### config.mk
export PLATFORM = sky130hd
export DESIGN_NAME = event_stretcher_flat
export DESIGN_NICKNAME = d
export VERILOG_FILES = /design/src/rtl/tetris_io_pkg.sv /design/src/rtl/event_stretcher_if.sv /design/src/rtl/phase_timer.sv /design/src/rtl/event_stretcher.sv /design/src/flat_wrapper.sv
export SDC_FILE = /design/constraint.sdc
export NUM_CORES = 1
export LEC_CHECK = 0
export ABC_AREA = 1
export ABC_CLOCK_PERIOD_IN_PS = 3300
export CAP_MARGIN = 25
export CORE_ASPECT_RATIO = 1.75
export CORE_MARGIN = 2
export CORE_UTILIZATION = 25
export DETAILED_ROUTE_END_ITERATION = 8
export PLACE_DENSITY_LB_ADDON = 0.3
export SLEW_MARGIN = 0
export SYNTH_ARGS = -nofsm -noshare
export SYNTH_HDL_FRONTEND = slang
export SYNTH_SLANG_ARGS = --single-unit
### constraint.sdc
create_clock -name clk -period 3.3 [get_ports clk]
set_clock_uncertainty 0.05 [all_clocks]
set_input_delay 0.495 -clock clk [delete_from_list [all_inputs] [get_ports clk]]
set_output_delay 0.495 -clock clk [all_outputs]
set_load 0.05 [all_outputs]
### src/rtl/tetris_io_pkg.sv
// Shared constants for the board-facing I/O blocks: stretcher state encoding and default timing.
package tetris_io_pkg;

  localparam logic [1:0] ST_IDLE = 2'd0;
  localparam logic [1:0] ST_ON   = 2'd1;
  localparam logic [1:0] ST_GAP  = 2'd2;

  typedef enum logic [1:0] {
    StIdle = ST_IDLE,
    StOn   = ST_ON,
    StGap  = ST_GAP
  } stretch_state_e;

  localparam int unsigned CLK_HZ              = 65_000_000;
  localparam int unsigned STRETCH_ON_DEFAULT  = CLK_HZ / 10;  // 100 ms
  localparam int unsigned STRETCH_GAP_DEFAULT = CLK_HZ / 20;  // 50 ms

  function automatic int unsigned ms_to_cycles(input int unsigned ms);
    return (CLK_HZ / 1000) * ms;
  endfunction

endpackage

### src/rtl/event_stretcher_if.sv
// Event-strobe in, stretched level and status out. Dropped exists only with
// EVENT_STRETCHER_DROP_FLAG_EN defined.
interface event_stretcher_if #(
  parameter int unsigned PEND_W = 3
);
  logic              pulse;
  logic              out;
  logic              busy;
  logic [PEND_W-1:0] pending;
`ifdef EVENT_STRETCHER_DROP_FLAG_EN
  logic              dropped;

  modport master (output pulse, input out, input busy, input pending, input dropped);
  modport slave  (input pulse, output out, output busy, output pending, output dropped);
`else
  modport master (output pulse, input out, input busy, input pending);
  modport slave  (input pulse, output out, output busy, output pending);
`endif
endinterface

### src/rtl/phase_timer.sv
// Free-running phase counter with synchronous clear; done flags the terminal count.
module phase_timer #(
  parameter int unsigned CNT_W = 23
) (
  input  logic             clk,
  input  logic             rst,
  input  logic             clear_i,
  input  logic [CNT_W-1:0] tc_i,
  output logic             done_o
);

  logic [CNT_W-1:0] cnt_q, cnt_d;

  always_comb begin
    cnt_d = clear_i ? '0 : cnt_q + CNT_W'(1);
  end

  always_ff @(posedge clk or posedge rst) begin
    if (rst) begin
      cnt_q <= '0;
    end else begin
      cnt_q <= cnt_d;
    end
  end

  assign done_o = (cnt_q == tc_i);

endmodule

### src/rtl/event_stretcher.sv
// Turns one-cycle event strobes into fixed-width level pulses, queueing overlapping events.
// Optional sticky overflow flag enabled by EVENT_STRETCHER_DROP_FLAG_EN.
module event_stretcher
  import tetris_io_pkg::*;
#(
  parameter int unsigned ON_CYCLES  = STRETCH_ON_DEFAULT,
  parameter int unsigned GAP_CYCLES = STRETCH_GAP_DEFAULT,
  parameter int unsigned CNT_W      = 23,
  parameter int unsigned PEND_W     = 3
) (
  input  logic             clk,
  input  logic             rst,
  event_stretcher_if.slave bus
);

  localparam logic [PEND_W-1:0] PendMax = '1;
  localparam logic [CNT_W-1:0]  OnTc    = CNT_W'(ON_CYCLES - 1);
  localparam logic [CNT_W-1:0]  GapTc   = CNT_W'(GAP_CYCLES - 1);

  stretch_state_e    state_q, state_d;
  logic [PEND_W-1:0] pend_q, pend_d;
  logic              out_q, busy_q;
  logic              clear, done, enq, deq;
  logic [CNT_W-1:0]  tc;

  phase_timer #(
    .CNT_W (CNT_W)
  ) u_timer (
    .clk     (clk),
    .rst     (rst),
    .clear_i (clear),
    .tc_i    (tc),
    .done_o  (done)
  );

  // From IDLE an event starts its pulse directly and is never counted as pending.
  assign enq = bus.pulse && (state_q != StIdle);

  always_comb begin
    state_d = state_q;
    pend_d  = pend_q;
    clear   = 1'b0;
    tc      = OnTc;
    deq     = 1'b0;
    unique case (state_q)
      StIdle: begin
        clear = 1'b1;
        if (bus.pulse) state_d = StOn;
      end
      StOn: begin
        if (done) begin
          state_d = StGap;
          clear   = 1'b1;
        end
      end
      StGap: begin
        tc = GapTc;
        if (done) begin
          clear = 1'b1;
          // An event landing on the last gap cycle is consumed immediately.
          if (pend_q != '0 || enq) begin
            deq     = 1'b1;
            state_d = StOn;
          end else begin
            state_d = StIdle;
          end
        end
      end
      default: state_d = StIdle;
    endcase

    if (enq && !deq) begin
      if (pend_q != PendMax) pend_d = pend_q + PEND_W'(1);
    end else if (!enq && deq) begin
      pend_d = pend_q - PEND_W'(1);
    end
  end

  always_ff @(posedge clk or posedge rst) begin
    if (rst) begin
      state_q <= StIdle;
      pend_q  <= '0;
      out_q   <= 1'b0;
      busy_q  <= 1'b0;
    end else begin
      state_q <= state_d;
      pend_q  <= pend_d;
      out_q   <= (state_d == StOn);
      busy_q  <= (state_d != StIdle);
    end
  end

  assign bus.out     = out_q;
  assign bus.busy    = busy_q;
  assign bus.pending = pend_q;

`ifdef EVENT_STRETCHER_DROP_FLAG_EN
  logic drop, dropped_q;

  assign drop = enq && !deq && (pend_q == PendMax);

  always_ff @(posedge clk or posedge rst) begin
    if (rst) begin
      dropped_q <= 1'b0;
    end else if (drop) begin
      dropped_q <= 1'b1;
    end
  end

  assign bus.dropped = dropped_q;
`endif

endmodule
### src/flat_wrapper.sv
// flat-port wrapper written by rule: the top's interface ports become plain ports
module event_stretcher_flat import tetris_io_pkg::*;
#(
  parameter int unsigned ON_CYCLES  = STRETCH_ON_DEFAULT,
  parameter int unsigned GAP_CYCLES = STRETCH_GAP_DEFAULT,
  parameter int unsigned CNT_W      = 23,
  parameter int unsigned PEND_W     = 3
)
  (clk, rst, bus_pulse, bus_out, bus_busy, bus_pending);
  event_stretcher_if #(.PEND_W(PEND_W)) bus_i ();
  input  logic clk;
  input  logic rst;
  input wire logic [$bits(bus_i.pulse)-1:0] bus_pulse;
  output wire logic [$bits(bus_i.out)-1:0] bus_out;
  output wire logic [$bits(bus_i.busy)-1:0] bus_busy;
  output wire logic [$bits(bus_i.pending)-1:0] bus_pending;
  assign bus_i.pulse = bus_pulse;
  assign bus_out = bus_i.out;
  assign bus_busy = bus_i.busy;
  assign bus_pending = bus_i.pending;
  event_stretcher #(.ON_CYCLES(ON_CYCLES), .GAP_CYCLES(GAP_CYCLES), .CNT_W(CNT_W), .PEND_W(PEND_W)) u_core (.clk(clk), .rst(rst), .bus(bus_i));
endmodule
# Word-level counts from Yosys, hierarchy flattened
# Cells that the tools add are included.
[totals]
reg_bits = 30
inputBits = 3
elab_cells = 42
[op_classes]
n_mux = 15
n_eq_ne = 6
reduce_logical = 13
addsub = 3
[op_table]
columns = ["cell", "n"]
rows = [
  ["23-bit 2-to-1 mux", 2],
  ["23-bit by 1-bit adder with 23-bit output (second input constant)", 1],
  ["23-bit equality test", 1],
  ["3-bit 2-to-1 mux", 3],
  ["2-bit 2-to-1 mux", 3],
  ["2-bit one-hot mux with 3 select lines", 1],
  ["2-bit nonzero test", 3],
  ["1-bit 2-to-1 mux", 5],
  ["2-bit by 1-bit equality test with 1-bit output (second input constant)", 2],
  ["3-bit by 1-bit adder with 3-bit output (second input constant)", 1],
  ["1-bit logical AND", 3],
  ["3-bit inequality test (second input constant)", 1],
  ["3-bit nonzero test", 1],
  ["3-bit by 1-bit subtractor with 3-bit output (second input constant)", 1],
  ["2-bit equality test (second input constant)", 1],
  ["1-bit zero test", 2],
  ["2-bit zero test", 1],
  ["2-bit inequality test (second input constant)", 1],
  ["1-bit one-hot mux with 2 select lines", 1],
  ["2-bit AND reduction", 1],
  ["2-bit OR reduction", 1],
  ["1-bit logical OR", 1],
]

# Logic depth before layout (Yosys ltp)
# Gate-level depths: netlist (run 1).
[logic_depth]
ltp_word = 10
mapped_depth = 17
ltp_nobuf = 17

# Cells and area by module
# From an unflattened synthesis (run 1), not the netlist that was laid out.
[hier_totals]
cells_unflattened = 332
area_unflattened_um2 = 2188.3
[modules_own_cells]
columns = ["mod", "area_per_inst_um2", "seq_area_each_um2", "n_inst", "cells_per_inst"]
rows = [
  ["phase_timer", 1675.4, 575.6, 1, 263],
  ["event_stretcher", 513.0, 175.2, 1, 69],
]

# Least setup slack after synthesis (run 1)
# No wires, ideal clock.
[synth_path]
path_kind = "reg2reg"
startpoint = "register u_core.state_q[0]"
endpoint = "register u_core.pend_q[2] (netlist: u_core.bus.pending[2])"
slack_ns = 1.225
path_stages_with_launch = 17
required_ns = 3.130
t_arrival_ns = 1.906
period_less_slack_ns = 2.075
setup_time_ns = 0.120
cell_sequence = "dfrtp_1 > inv_1 > ha_1 > inv_2 > nand2_1 > o21ai_0 > nand3_2 > nor2_4 > nand3_2 > nand2_1 > fa_1 > inv_1 > nand2_1 > nand2_1 > nand2_1 > nand2_1 > nand2_1"
[synth_via]
elab_chain_len = 10
elab_cells_between_ends = 17
classes_between = "eq/ne: 3; mux: 5; reduce/logical: 9"
[synth_rtl]
columns = ["element", "line", "rtl"]
rows = [
  ["from (decl)", "event_stretcher.sv:20", "stretch_state_e state_q, state_d;"],
  ["from (signal assigned)", "event_stretcher.sv:81", "state_q <= StIdle;"],
  ["from (signal assigned)", "event_stretcher.sv:86", "state_q <= state_d;"],
  ["parallel branches: the longest is 10 deep, another holds 23-bit 2-to-1 mux", "n/a", ""],
  ["to (signal assigned)", "event_stretcher.sv:87", "pend_q <= pend_d;"],
  ["to (decl)", "event_stretcher.sv:21", "logic [PEND_W-1:0] pend_q, pend_d;"],
]
# Several ways; the timed one is not identified.
# A chain may end at the register's enable or synchronous reset.

# Worst setup path after layout (run 1)
[layout_path]
startpoint = "register u_core.state_q[0]"
endpoint = "register u_core.pend_q[1] (netlist: u_core.bus.pending[1])"
[layout_via]
elab_cells_between_ends = 17
classes_between = "eq/ne: 3; mux: 5; reduce/logical: 9"
[layout_lines]
columns = ["element", "line", "rtl"]
rows = [
  ["parallel branches: the longest is 7 deep, another holds 23-bit 2-to-1 mux", "n/a", ""],
  ["1-bit logical AND *", "event_stretcher.sv:72", "if (enq && !deq) begin"],
  ["3-bit 2-to-1 mux *", "event_stretcher.sv:72", ""],
  ["net u_core.pend_d[1]", "event_stretcher.sv:21", ""],
]
# Mark *: on every way through the listed nets, which the timed path passes.

==> summary.md, run 1 <==
| Metric | Value |
|---|---|
| CP Max Fanout | 6 |
| Cts bufs inserted | 5 |
| Starting DRT DRC Count | 39 |
| Syn nets | roughly 230 |
| Synth Warn # | 0 |
| Static Leak | 0.9300 nW |
| Most common cell after layout, fill and taps aside | nand2_1 |
| RSZ-0062 raised after global routing | false |
| Routed vias | roughly 1.4k |
| Die Area | roughly 8000 um2 |
| Fin crit share | between 60% and 70% |
| DRC | 0 |
| Ports | 8 |
| H-Tree Depth | 2 |
| Die H | between 100 and 150 um |
| Initial antenna violation count | 0 |
| Cell Area, Synth | 1812 um2 |
| Worst slew pin tran | ~0.50 ns |
| Yosys cell types | 28 |
| Post-synth EDFFs | 0 |
| Adder-Cell Fraction of Synth Area | approximately 4.6% |
| Area Overhead vs Synth | 17.54% |
| Total negative slack | 0 ns |
| FP Rows | just over 40 |
| Global Route Usage Sum | roughly an eighth |
| CTS tree | yes |
| Crit-path cells | inv_1 > ha_1 > inv_2 > nand2_1 > o21ai_0 > nand3_2 > nor2_4 > nand3_2 > nand2_1 > fa_1 > nand2_1 > nand2_1 |
| Root buf cell | clkbuf_16 |
| Worst hold path class | reg -> reg |
| Largest net degree at the start of global routing | 31 |
| Endpoints failing setup | 0 |
| ANT cells | 0 |
| PnR Total Power | around 0.0014 W |
| Syn Area/Cell | about 8.1 um2 |
| Most frequent cells in the layout | 44 x nand2_1, 30 x nor2_1, 30 x dfrtp_1 |
| CP max-delay cell | fa_1 |
| Vias per inst | ~4.4 |
| Layout Nets | about 250 |
| Compound-Gate Fraction of Synth Area | a little over 5% |
| Max-cap viol count | 0 |
| Vias in the first global route | between 1k and 1.5k |
| DR pass1 iterations | 5 |
| Arr. time, crit path | roughly 2.4 ns |
| GPL Wtd Cong | slightly above 0.8 |
| Worst VDD drop | ~0.00024 V |
| Hold Violations, Final | 0 |
| Minimum clock period | 2.309 ns |
| Most used flip-flop cell after synthesis | dfrtp_1 |
| Cts repair resizes | 0 |
| Critical Path Most Common Cell | nand2_1 |
| CTS sink count | 30 |
| First-pass GRT wire length | about 6900 um |
| GRT Residual Overflow | 0 |
| Antenna Nets Post-Route | 0 |
| CP max stage delay | between 0.4 and 0.5 ns |
| Routed len/inst | roughly 12 um |
| # hold bufs at CTS | 0 |
| Fraction of registers with async set/reset | 100.0% |
| Startpoint Class | register |
| WP data required | roughly 3.4 ns |
| Die X | about 68 um |
| Post-synthesis mux area share | 0% |
| Initial Util | 25.41% |
| Setup fix buffers added after clock tree synthesis | 0 |
| Worst slew margin | about two thirds |
| Post-DP HPWL | between 3000 and 4000 um |
| # port buffers | 7 |
| Final wirelength | around 4000 um |
| Post-synthesis sequential area ratio | about two fifths |
| Pwr dens | 652.3 nW/um2 |
| Skew-Pair Late Insertion Delay | about 0.28 ns |
| Crit end category | register |
| Synthesized flop and latch total | 30 |
| Final Max Slew Viols | 0 |
| Share of cells above drive strength 1 | between 10 and 15% |
| Core ar. | 7131 um2 |
| Status | completed |
| Synthesized-area fraction occupied by xor and xnor cells | between 7 and 8% |
| Clock Path Buffers | 2 |
| Post-synthesis simple-gate area fraction | between 30% and 40% |
| Kind of critical path | reg -> reg |
| Mapped Cells | 224 |
| Main combinational cell family by area after synthesis | simple AND/OR/NAND/NOR gates |
| Fmax | approximately 430 MHz |
| Clock transition at path regs | 0.05 ns |
-- registers in the layout (all words and copies together) (netlist names) --
signal	count
u_core.bus.pending	3
u_core.bus.out	1
u_core.u_timer.cnt_q	23
u_core.bus.busy	1
u_core.state_q	2
-- cells by family after synthesis --
kind of cell,after synthesis
AO/OA/AOI/OAI,15
adder cells (fa/ha/maj),6
AND/OR/NAND/NOR,126
buffers and inverters,32
flip-flops,30
XOR/XNOR,15
-- worst max-delay path: cells and delay by family (launching register included) --
| kind | cells | cell delay, ns |
|---|---|---|
| DFF | 1 | 0.39 |
| adders and majority gates | 2 | 0.69 |
| AOI/OAI and AO/OA | 1 | 0.12 |
| buffers and inverters | 2 | 0.24 |
| and+or+nand+nor | 7 | 0.73 |
-- routing by layer --
| metal | share of wire (%) | vias to the layer above | track usage (%) | routed length [um] |
|---|---|---|---|---|
| met1 | 36 | 666 | 10.57 | 1425 |
| met4 | 2.8 | 0 | 6.800 | 113 |
| met5 | 0 | - | 0 | 0 |
| met3 | 2.7 | 9 | 3.468 | 107 |
| met2 | 59 | 13 | 23.50 | 2328 |
| li1 | - | 737 | - | - |
-- layout make-up --
type	count	area (um2)
Fill cell	778	5001
Multi-Input combinational cell	162	925.9
Sequential cell	30	750.7
Tap cell	86	107.6
Clock inverter	1	5.005
Clock buffer	7	142.6
Inverter	30	112.6
Timing Repair Buffer	9	85.08
-- metrics by stage --
step	hold WS (ns)	instances	util, %	setup slack, ns	area (um2)
floorplan	0.4086	224	-	1.225	1812
global placement	0.4332	317	27.79	0.9041	1982
detailed placement	0.4330	317	27.79	0.9194	1982
CTS	0.4453	325	29.86	0.9529	2130
global route	0.4648	325	29.86	0.6441	2130
finish	0.4418	325	29.86	0.9911	2130
-- path summary, 6_finish.rpt --
path / startpoint / endpoint / slack (ns) / cells after the start
worst max-delay path: u_core.state_q[0] / u_core.bus.pending[1] / 0.99 / 12
worst min register to register: u_core.u_timer.cnt_q[0] / u_core.u_timer.cnt_q[0] / 0.44 / 1
min in group asynchronous: rst / u_core.bus.out / 0.55 / 3
worst min-delay path: u_core.u_timer.cnt_q[0] / u_core.u_timer.cnt_q[0] / 0.44 / 1
max in group asynchronous: rst / u_core.u_timer.cnt_q[20] / 2.36 / 3
worst max register to register: u_core.state_q[0] / u_core.bus.pending[1] / 0.99 / 12
-- synthesized netlist by cell type (2+ instances only) --
master	n	share of area, %
o21ai_0	5	1.4
nor2_4	2	1.2
nand3_1	14	3.9
xnor2_1	4	1.9
nor4_1	2	0.69
ha_1	5	3.5
nor2_1	30	6.2
nor2_2	12	4.1
inv_1	29	6.0
dfrtp_1	30	41
a21oi_1	5	1.4
nor3_1	6	1.7
o21ai_1	2	0.55
nand3_2	4	2.2
nor3b_1	2	0.83
nand4_1	4	1.4
buf_6	2	1.2
nand2_1	44	9.1
xor2_1	11	5.3
nand2_2	3	1.0
-- report_power, final --
group	leakage [nW]	internal, W	switching, W	total [W]
registers	0.403	0.000424	0.0000543	0.000479
logic	0.453	0.000151	0.000300	0.000451
clock network	0.0739	0.000298	0.000161	0.000460
Power figures use the tool's default switching activity.
==> run 2: changes to the inputs <==
ABC_CLOCK_PERIOD_IN_PS = 2400   (was 3300)
clock period = 2.4 ns   (was 3.3 ns; I/O delays follow)
==> run 2 against run 1 <==
Core utilization increased by 0.25 points. Register-to-register slack got worse by 0.81 ns. Clock-buffer cell count unchanged. Via count increased by 1.1%. Combinational power increased by 45%. Non-clock buffer count increased by 1. Critical path type unchanged.
==> summary.md, run 2 (synthesis results as in run 1) <==
| Metric | Value |
|---|---|
| Final Max Slew Viols | 0 |
| Most frequent cells in the layout | 44 x nand2_1, 30 x nor2_1, 30 x dfrtp_1 |
| First-pass GRT wire length | a little under 7000 um |
| Sequential power share | 34.7% |
| GRT Residual Overflow | 0 |
| Global Route Usage Sum | between 10% and 20% |
| Post-DP HPWL | 2991 um |
| Fillers | 750 |
| Clock Path Buffers | 2 |
| Worst hold path class | in -> async |
| Setup fix buffers added after clock tree synthesis | 0 |
| Status | completed |
| Logic gate share of total power | ~35% |
| CTS sink count | 30 |
| GPL Wtd Cong | 0.8426 |
| Layout Nets | 248 |
| CP Max Fanout | 4 |
| Switching pwr | 0.0007015 W |
| Final wirelength | 3993 um |
| Max reg flops | 23 |
| Design area | 2147 um2 |
| Routed vias | ~1.4k |
| Endpoints failing setup | 0 |
| Reg with most FFs | u_core.u_timer.cnt_q |
| Hold Violations, Final | 0 |
| PnR Total Power | 0.001891 W |
| Static Leak | 0.9274 nW |
| Routed len/inst | around 12 um |
| # hold bufs at CTS | 0 |
| H-Tree Depth | 2 |
| # port buffers | 7 |
| Pint | between 0.001 and 0.0015 W |
| Fmax | between 400 and 500 MHz |
| Kind of critical path | reg -> reg |
| Max-cap viol count | 0 |
| Largest net degree at the start of global routing | 31 |
| Sequential Area | approximately 750 um2 |
| Root buf cell | clkbuf_16 |
| Minimum clock period | 2.218 ns |
| Crit end category | register |
| Initial Util | 25.41% |
| Most common cell after layout, fill and taps aside | nand2_1 |
| Area of the multi-input gates | roughly 940 um2 |
| Setup WS post-layout | roughly 0.18 ns |
| Ports | 8 |
| Pwr dens | 880.9 nW/um2 |
| Worst VDD drop | roughly 0.00032 V |
| Core ar. | 7131 um2 |
| Die H | roughly 120 um |
| DRC | 0 |
| Pre-CTS WS | ~0.071 ns |
| Layout Utilization | between 30% and 40% |
| RSZ-0062 raised after global routing | false |
| Clock power frac | ~30% |
| Vias per inst | roughly 4.4 |
| Antenna Nets Post-Route | 0 |
| Die Area | between 7000 and 8000 um2 |
| Total negative slack | 0 ns |
| Arr. time, crit path | 2.34 ns |
| Die X | a little under 70 um |
| Skew-Pair Late Insertion Delay | roughly 0.28 ns |
| WP data required | ~2.5 ns |
| Initial antenna violation count | 0 |
| Startpoint Class | register |
| ANT cells | 0 |
| CTS tree | yes |
| Clock transition at path regs | around 0.05 ns |
| Sw Share | 37.09% |
| Worst slew pin tran | between 0.4 and 0.5 ns |
| Placed Instance Area | 2002 um2 |
| Vias in the first global route | approximately 1.5k |
| FP Rows | ~40 |
| Cts bufs inserted | 5 |
| DR pass1 iterations | 4 |
| Starting DRT DRC Count | 47 |
| Worst slew margin | about two thirds |
| Share of cells above drive strength 1 | approximately 15% |
| Fin crit share | between 90 and 100% |
| Area Overhead vs Synth | 18.51% |
-- run 2: changes by cell type in the layout (fill, tap and decap cells not counted), sizes merged --
cell    delta
buf        +1
clkinv     -1
-- run 2: path summary, 6_finish.rpt --
check | cells past startpoint | slack (ns) | end | startpoint
min in group clk | 1 | 0.44 | u_core.u_timer.cnt_q[0] | u_core.u_timer.cnt_q[0]
max in group asynchronous | 3 | 1.60 | u_core.bus.pending[2] | rst
setup / recovery | 16 | 0.18 | u_core.bus.pending[2] | u_core.state_q[0]
hold reg to reg | 1 | 0.44 | u_core.u_timer.cnt_q[0] | u_core.u_timer.cnt_q[0]
setup reg to reg | 16 | 0.18 | u_core.bus.pending[2] | u_core.state_q[0]
hold / removal | 3 | 0.41 | u_core.u_timer.cnt_q[4] | rst
-- run 2: critical path, stage by stage (launching register included) --
cell	delay, ns
dfrtp_1	0.40
inv_1	0.14
ha_1	0.17
inv_1	0.09
nand2_1	0.12
nand3_1	0.09
nand2_1	0.07
inv_1	0.05
nand3_2	0.10
nand2_1	0.08
fa_1	0.38
inv_1	0.06
nand2_1	0.04
nand2_1	0.09
nand2_1	0.06
nand2_1	0.06
nand2_1	0.04
-- run 2: cell type report --
class | count | area share [%]
Inverter | 30 | 5.245
Clock buffer | 7 | 6.177
Timing Repair Buffer | 10 | 4.895
Multi-Input combinational cell | 162 | 43.71
Sequential cell | 30 | 34.97
Tap cell | 86 | 5.012
-- run 2: per-layer routing --
layer / GRT usage, % / vias up / part of all wire, %
met2: 22.52 / 16 / 57
met5: 0 / - / 0
met4: 6.533 / 0 / 2.6
met3: 3.179 / 8 / 2.9
li1: - / 740 / -
met1: 11.30 / 677 / 37
-- run 2: power by group through the flow --
stage | clock network, W | registers [W] | logic [W]
after global placement | 0 | 0.000664 | 0.000658
after detailed placement | 0 | 0.000665 | 0.000660
after floorplan | 0 | 0.000803 | 0.000339
after CTS | 0.000608 | 0.000658 | 0.000660
final | 0.000583 | 0.000656 | 0.000652
after global routing | 0.000624 | 0.000665 | 0.000727
-- run 2: repair_timing --
action / in CTS / in global routing
hold endpoints to repair: 0 / 0
setup endpoints to repair: 0 / 2
resized for setup: 0 / 2
-- run 2: through the flow --
stage	hold slack (ns)	cells
final	0.4068	325
after detailed placement	0.4357	318
after floorplan	0.4008	224
after global placement	0.4314	318
after CTS	0.4261	325
after global routing	0.4482	325
==> run 3: changes to the inputs <==
CTS_CLUSTER_SIZE = 40   (was default)
==> results of run 3 <==
Same layout as run 2: the final DEF is identical, and so are final timing and power.
